**config.mk**
```make
export PLATFORM = sky130hd
export DESIGN_NAME = alu_unit_flat
export DESIGN_NICKNAME = d
export VERILOG_FILES = /design/src/rtl/alu_unit_if.sv /design/src/rtl/alu_unit.sv /design/src/flat_wrapper.sv
export SDC_FILE = /design/constraint.sdc
export NUM_CORES = 1
export LEC_CHECK = 0
export CAP_MARGIN = 20
export CELL_PAD_IN_SITES_DETAIL_PLACEMENT = 1
export CELL_PAD_IN_SITES_GLOBAL_PLACEMENT = 2
export CORE_UTILIZATION = 34
export CTS_CLUSTER_SIZE = 10
export DETAILED_ROUTE_END_ITERATION = 10
export PLACE_DENSITY_LB_ADDON = 0.1
export SLEW_MARGIN = 20
export SYNTH_ARGS = -nofsm -noshare
export SYNTH_HDL_FRONTEND = slang
export SYNTH_SLANG_ARGS = --single-unit
```
**constraint.sdc**
```tcl
create_clock -name clk -period 11.5 [get_ports clk]
set_clock_uncertainty 0.05 [all_clocks]
set_input_delay 1.725 -clock clk [delete_from_list [all_inputs] [get_ports clk]]
set_output_delay 1.725 -clock clk [all_outputs]
set_load 0.005 [all_outputs]
```
**src/rtl/alu_unit_if.sv**
```systemverilog
// Shared ALU types plus the issue-side and writeback-side handshake interfaces
// used by alu_unit.
package taiga_config;
  localparam int XLEN = 32;

  typedef enum logic [1:0] {
    LOGIC_ADD = 2'b00,
    LOGIC_XOR = 2'b01,
    LOGIC_OR  = 2'b10,
    LOGIC_AND = 2'b11
  } logic_op_t;

  typedef enum logic [1:0] {
    ALU_ADD_SUB   = 2'b00,
    ALU_SLT       = 2'b01,
    ALU_SHIFT     = 2'b10,
    ALU_SHIFT_ALT = 2'b11
  } alu_op_t;

  // Bit XLEN of in1/in2 is the sign pad chosen by the decoder
  // (sign bit for signed compares, zero otherwise).
  typedef struct packed {
    logic [XLEN:0]   in1;
    logic [XLEN:0]   in2;
    logic            subtract;
    logic            arith;
    logic            lshift;
    logic [XLEN-1:0] shifter_in;
    logic_op_t       logic_op;
    alu_op_t         op;
  } alu_inputs_t;
endpackage

interface alu_ex_if;
  logic new_request_dec;
  logic ready;

  modport master (output new_request_dec, input ready);
  modport slave  (input new_request_dec, output ready);
endinterface

interface alu_wb_if;
  import taiga_config::*;
  logic            done_next_cycle;
  logic            accepted;
  logic [XLEN-1:0] rd;

  modport master (output done_next_cycle, output rd, input accepted);
  modport slave  (input done_next_cycle, input rd, output accepted);
endinterface

```
**src/rtl/alu_unit.sv**
```systemverilog
// RV32I single-cycle ALU with buffered writeback result.
// ALU_RESULT_BUFFER_EN selects a 2-entry result FIFO instead of a single register.
module alu_unit
  import taiga_config::*;
(
  input  logic        clk,
  input  logic        rst,
  input  alu_inputs_t alu_inputs,
  alu_ex_if.slave     alu_ex,
  alu_wb_if.master    alu_wb
);

  logic [XLEN:0]          sum;
  logic signed [XLEN:0]   shift_ext;
  logic [XLEN-1:0]        shift_raw;
  logic [XLEN-1:0]        shift_rev;
  logic [XLEN-1:0]        result;

  always_comb begin
    sum = alu_inputs.subtract ? (alu_inputs.in1 - alu_inputs.in2)
                              : (alu_inputs.in1 + alu_inputs.in2);

    // Left shifts arrive bit-reversed, so one right shifter serves both directions.
    shift_ext = $signed({alu_inputs.arith, alu_inputs.shifter_in}) >>> alu_inputs.in2[4:0];
    shift_raw = shift_ext[XLEN-1:0];
    shift_rev = '0;
    for (int unsigned i = 0; i < XLEN; i++)
      shift_rev[i] = shift_raw[XLEN-1-i];

    result = '0;
    unique case (alu_inputs.op)
      ALU_ADD_SUB: begin
        unique case (alu_inputs.logic_op)
          LOGIC_ADD: result = sum[XLEN-1:0];
          LOGIC_XOR: result = alu_inputs.in1[XLEN-1:0] ^ alu_inputs.in2[XLEN-1:0];
          LOGIC_OR:  result = alu_inputs.in1[XLEN-1:0] | alu_inputs.in2[XLEN-1:0];
          LOGIC_AND: result = alu_inputs.in1[XLEN-1:0] & alu_inputs.in2[XLEN-1:0];
        endcase
      end
      ALU_SLT: result = {{(XLEN-1){1'b0}}, sum[XLEN]};
      default: result = alu_inputs.lshift ? shift_rev : shift_raw;
    endcase
  end

  logic            push;
  logic            pop;
  logic            head_valid;
  logic [XLEN-1:0] head;

  assign push = alu_ex.new_request_dec;
  assign pop  = alu_wb.accepted & head_valid;

`ifdef ALU_RESULT_BUFFER_EN
  logic            tail_valid;
  logic [XLEN-1:0] tail;

  // head is always the oldest entry and is never cleared on pop, so rd keeps
  // its last value once the buffer drains.
  always_ff @(posedge clk) begin
    if (rst) begin
      head_valid <= 1'b0;
      tail_valid <= 1'b0;
      head       <= '0;
      tail       <= '0;
    end else if (pop) begin
      if (tail_valid) begin
        head <= tail;
        if (push)
          tail <= result;
        else
          tail_valid <= 1'b0;
      end else if (push) begin
        head <= result;
      end else begin
        head_valid <= 1'b0;
      end
    end else if (push) begin
      if (!head_valid) begin
        head       <= result;
        head_valid <= 1'b1;
      end else begin
        tail       <= result;
        tail_valid <= 1'b1;
      end
    end
  end

  assign alu_ex.ready = ~tail_valid | alu_wb.accepted;
`else
  always_ff @(posedge clk) begin
    if (rst) begin
      head_valid <= 1'b0;
      head       <= '0;
    end else if (push) begin
      head       <= result;
      head_valid <= 1'b1;
    end else if (pop) begin
      head_valid <= 1'b0;
    end
  end

  assign alu_ex.ready = ~head_valid | alu_wb.accepted;
`endif

  assign alu_wb.done_next_cycle = head_valid & ~alu_wb.accepted;
  assign alu_wb.rd              = head;

endmodule

```
**src/flat_wrapper.sv**
```systemverilog
// flat-port wrapper written by rule: the top's interface ports become plain ports
module alu_unit_flat import taiga_config::*;
  (clk, rst, alu_inputs, alu_ex_new_request_dec, alu_ex_ready, alu_wb_done_next_cycle, alu_wb_rd, alu_wb_accepted);
  alu_ex_if alu_ex_i ();
  alu_wb_if alu_wb_i ();
  input  logic clk;
  input  logic rst;
  input  alu_inputs_t alu_inputs;
  input wire logic [$bits(alu_ex_i.new_request_dec)-1:0] alu_ex_new_request_dec;
  output wire logic [$bits(alu_ex_i.ready)-1:0] alu_ex_ready;
  output wire logic [$bits(alu_wb_i.done_next_cycle)-1:0] alu_wb_done_next_cycle;
  output wire logic [$bits(alu_wb_i.rd)-1:0] alu_wb_rd;
  input wire logic [$bits(alu_wb_i.accepted)-1:0] alu_wb_accepted;
  assign alu_ex_i.new_request_dec = alu_ex_new_request_dec;
  assign alu_ex_ready = alu_ex_i.ready;
  assign alu_wb_done_next_cycle = alu_wb_i.done_next_cycle;
  assign alu_wb_rd = alu_wb_i.rd;
  assign alu_wb_i.accepted = alu_wb_accepted;
  alu_unit u_core (.clk(clk), .rst(rst), .alu_inputs(alu_inputs), .alu_ex(alu_ex_i), .alu_wb(alu_wb_i));
endmodule
```
==> impl_results.md <==
- H-tree Lvls: 2
- Initial core utilization: 34.7%
- Number of synthesized register bits: 33
- Buf+Inv Stages, Crit Path: 1
- Type of origin of the critical path: input pin
- Max incr delay on CP: 0.99 ns
- Post-synth top flop: dfxtp_1
- Die Y: 154 um
- IO Count: 143
- Initial antenna violation count: 0
- Chip width: 154 um
- Vias in the first global route: 8,259
- Setup TNS Final: 0 ns
- WL/cell: 21.9 um
- GRT Total Usage: 26.5%
- Clk sinks: 33
- Synth-to-Final Area Change: 22.1%
- Most frequent cells in the layout: clkdlybuf4s50_1, ha_1, nand2_1
- First-pass GRT wire length: 48,700 um
- DIE AREA: 0.0236 mm2
- Worst Path Arrival: 7.41 ns
- Final setup fails: 0
- Post-Syn Area: 0.00782 mm2
- FP Rows: 55
- Synthesized instance count: 1,049
- Ratio of cells with drive above 1 in the final layout: 7.66%
- Final core occ: 42.3%
- Total core area: 0.0226 mm2
- R2r startpoint: u_core.alu_wb.rd[29]
- Final ANT Viol Nets: 0
- Largest net degree at the start of global routing: 58
- Vias per inst: 5.90
- Starting DRT DRC Count: 482
- CP top delay family: compound AO/OA/AOI/OAI gates
- CP required: 11.65 ns
- Max Slew Vio Count: 0
- I/O Buffers: 142
- Synth Warn #: 0
- Hold_sp: u_core.alu_wb.rd[2]
- Most common cell after layout, fill and taps aside: clkdlybuf4s50_1
- Hold/Removal Path Class: flop to flop
- Unrepaired setup endpoints after global routing: no
- Number of synthesized flops with an enable pin: 0
- Fmax: 138 MHz
- Cell Chain, Critical Path: clkdlybuf4s50_1 -> nor4_1 -> nand2_1 -> nor4_2 -> a31oi_1 -> xnor2_1 -> ha_1 -> a21o_1 -> a21o_1 -> a2111o_1 -> a2111oi_0 -> nor3_1 -> o21ai_0 -> nand3_1 -> a311oi_1
- Post-CTS Hold Buffers: 0
- Hold slack: 0.434 ns
- DR pass1 iterations: 5
- Routability Congestion: 0.878
- WL final: 31,400 um
- Slowest cell on the critical path: nor4_1
- CTS tree: yes
- Worst-Skew Late Latency: 0.29 ns
- DRC viols: 0
- PD cells: 75.5 mW/mm2
- Max Cap Violations: 0
- Peak supply drop: 0.0601 mV
- Root Driver: clkbuf_16
- Minimum clock period: 7.26 ns
- Max transition margin: 35.6%
- Final nets: 1,355
- Antenna cells: 0
- Status: complete, no violations
- Mean area per synthesized cell: 7.46 um2
- Fin crit share: 63.2%
- Via Count: 8,464
- WS Path Type: input pin to flop
- Dpl hpwl: 25,300 um
- Worst setup EP type: flop
- Launch point of the worst path: alu_inputs[41]
- Clk slew on worst S/H paths: 0.06 ns
- Hold Fails Final Rpt: 0
- Post-CTS Setup Repair Bufs: 0
- Reg2reg setup slack: 9.96 ns
- Ys async rst share: 0%
- Post-synth cell types: 71
- Leak pwr: 3.96 nW
- Syn Nets: 1,256
- Seq/Total Area, Yosys: 8.45%
- Crit-path max FO: 23
- Clock buffer depth: 2
- Slew @ Worst Pin: 0.957 ns
- Grt ovf: 0
- Cell mode on critical path: a21o_1
- Post-cts resize count: 0
- CTS buffer count: 5
[synth_stat cells (all sizes together), types with 17 or more instances]
library cell | count | area [um2]
ha | 97 | 1210
nand2 | 95 | 357
inv | 93 | 349
a21oi | 81 | 405
o21ai | 77 | 385
nor2 | 71 | 269
clkbuf | 48 | 180
mux2i | 47 | 470
xnor2 | 39 | 342
dfxtp | 33 | 661
o211ai | 32 | 240
mux4 | 31 | 706
nor3 | 21 | 105
a31oi | 20 | 125
nand3 | 20 | 100
buf | 17 | 97.6
[final timing paths]
kind,end,depth (start not counted)
setup reg to reg,u_core.alu_wb.rd[29],6
setup / recovery,u_core.alu_wb.rd[19],15
hold / removal,u_core.alu_wb.rd[2],2
hold reg to reg,u_core.alu_wb.rd[2],2
[per-stage QoR]
stage,cell area (um2),std cells,setup slack [ns],total power [W]
5_1_grt,9550,1434,3.75,0.000772
3_5_place_dp,9410,1426,4.05,0.000582
4_1_cts,9550,1434,4.31,0.000723
3_3_place_gp,9410,1426,4.42,0.000579
6_report,9550,1434,4.24,0.000721
2_1_floorplan,7820,1049,6.07,0.000411
[state kept, by name (all words and copies together), names as in the netlist]
signal	cells
u_core.head_valid	1
u_core.alu_wb.rd	32
[worst min-delay path, cell delays in order (launching register included)]
cell	delay, ns
dfxtp_1	0.31
nor2_1	0.08
a311oi_1	0.05
[power breakdown]
group	leakage (nW)	switching [W]	internal (W)
clock network	0.0696	0.0000581	0.0000796
logic	3.62	0.000256	0.000196
registers	0.273	0.00000760	0.000124
total	3.96	0.000322	0.000399
[layer usage]
layer	vias to the layer above	part of all wire [%]	track usage, %	wire (um)
li1	4085	-	-	-
met1	4115	47	35.5	14800
met2	227	47	45.0	14600
met3	37	3.4	2.06	1070
met4	0	2.9	8.33	909
met5	-	0	0	0
[logic make-up after synthesis]
family	share of synthesized area, %
AOI/OAI and AO/OA	27.8
xor gates and xnor gates	5.49
adders and majority gates	15.8
buffers and inverters	8.06
DFF	8.45
muxes	17.2
and+or+nand+nor	17.3
[final cells by class]
type	instances	area, um2
Clock inverter	3	17.5
Multi-Input combinational cell	857	6530
Inverter	94	353
Fill cell	2803	13000
Timing Repair Buffer	157	1510
Sequential cell	33	661
Tap cell	285	357
Clock buffer	5	125
Note: power is estimated with default switching activity, not from simulation.
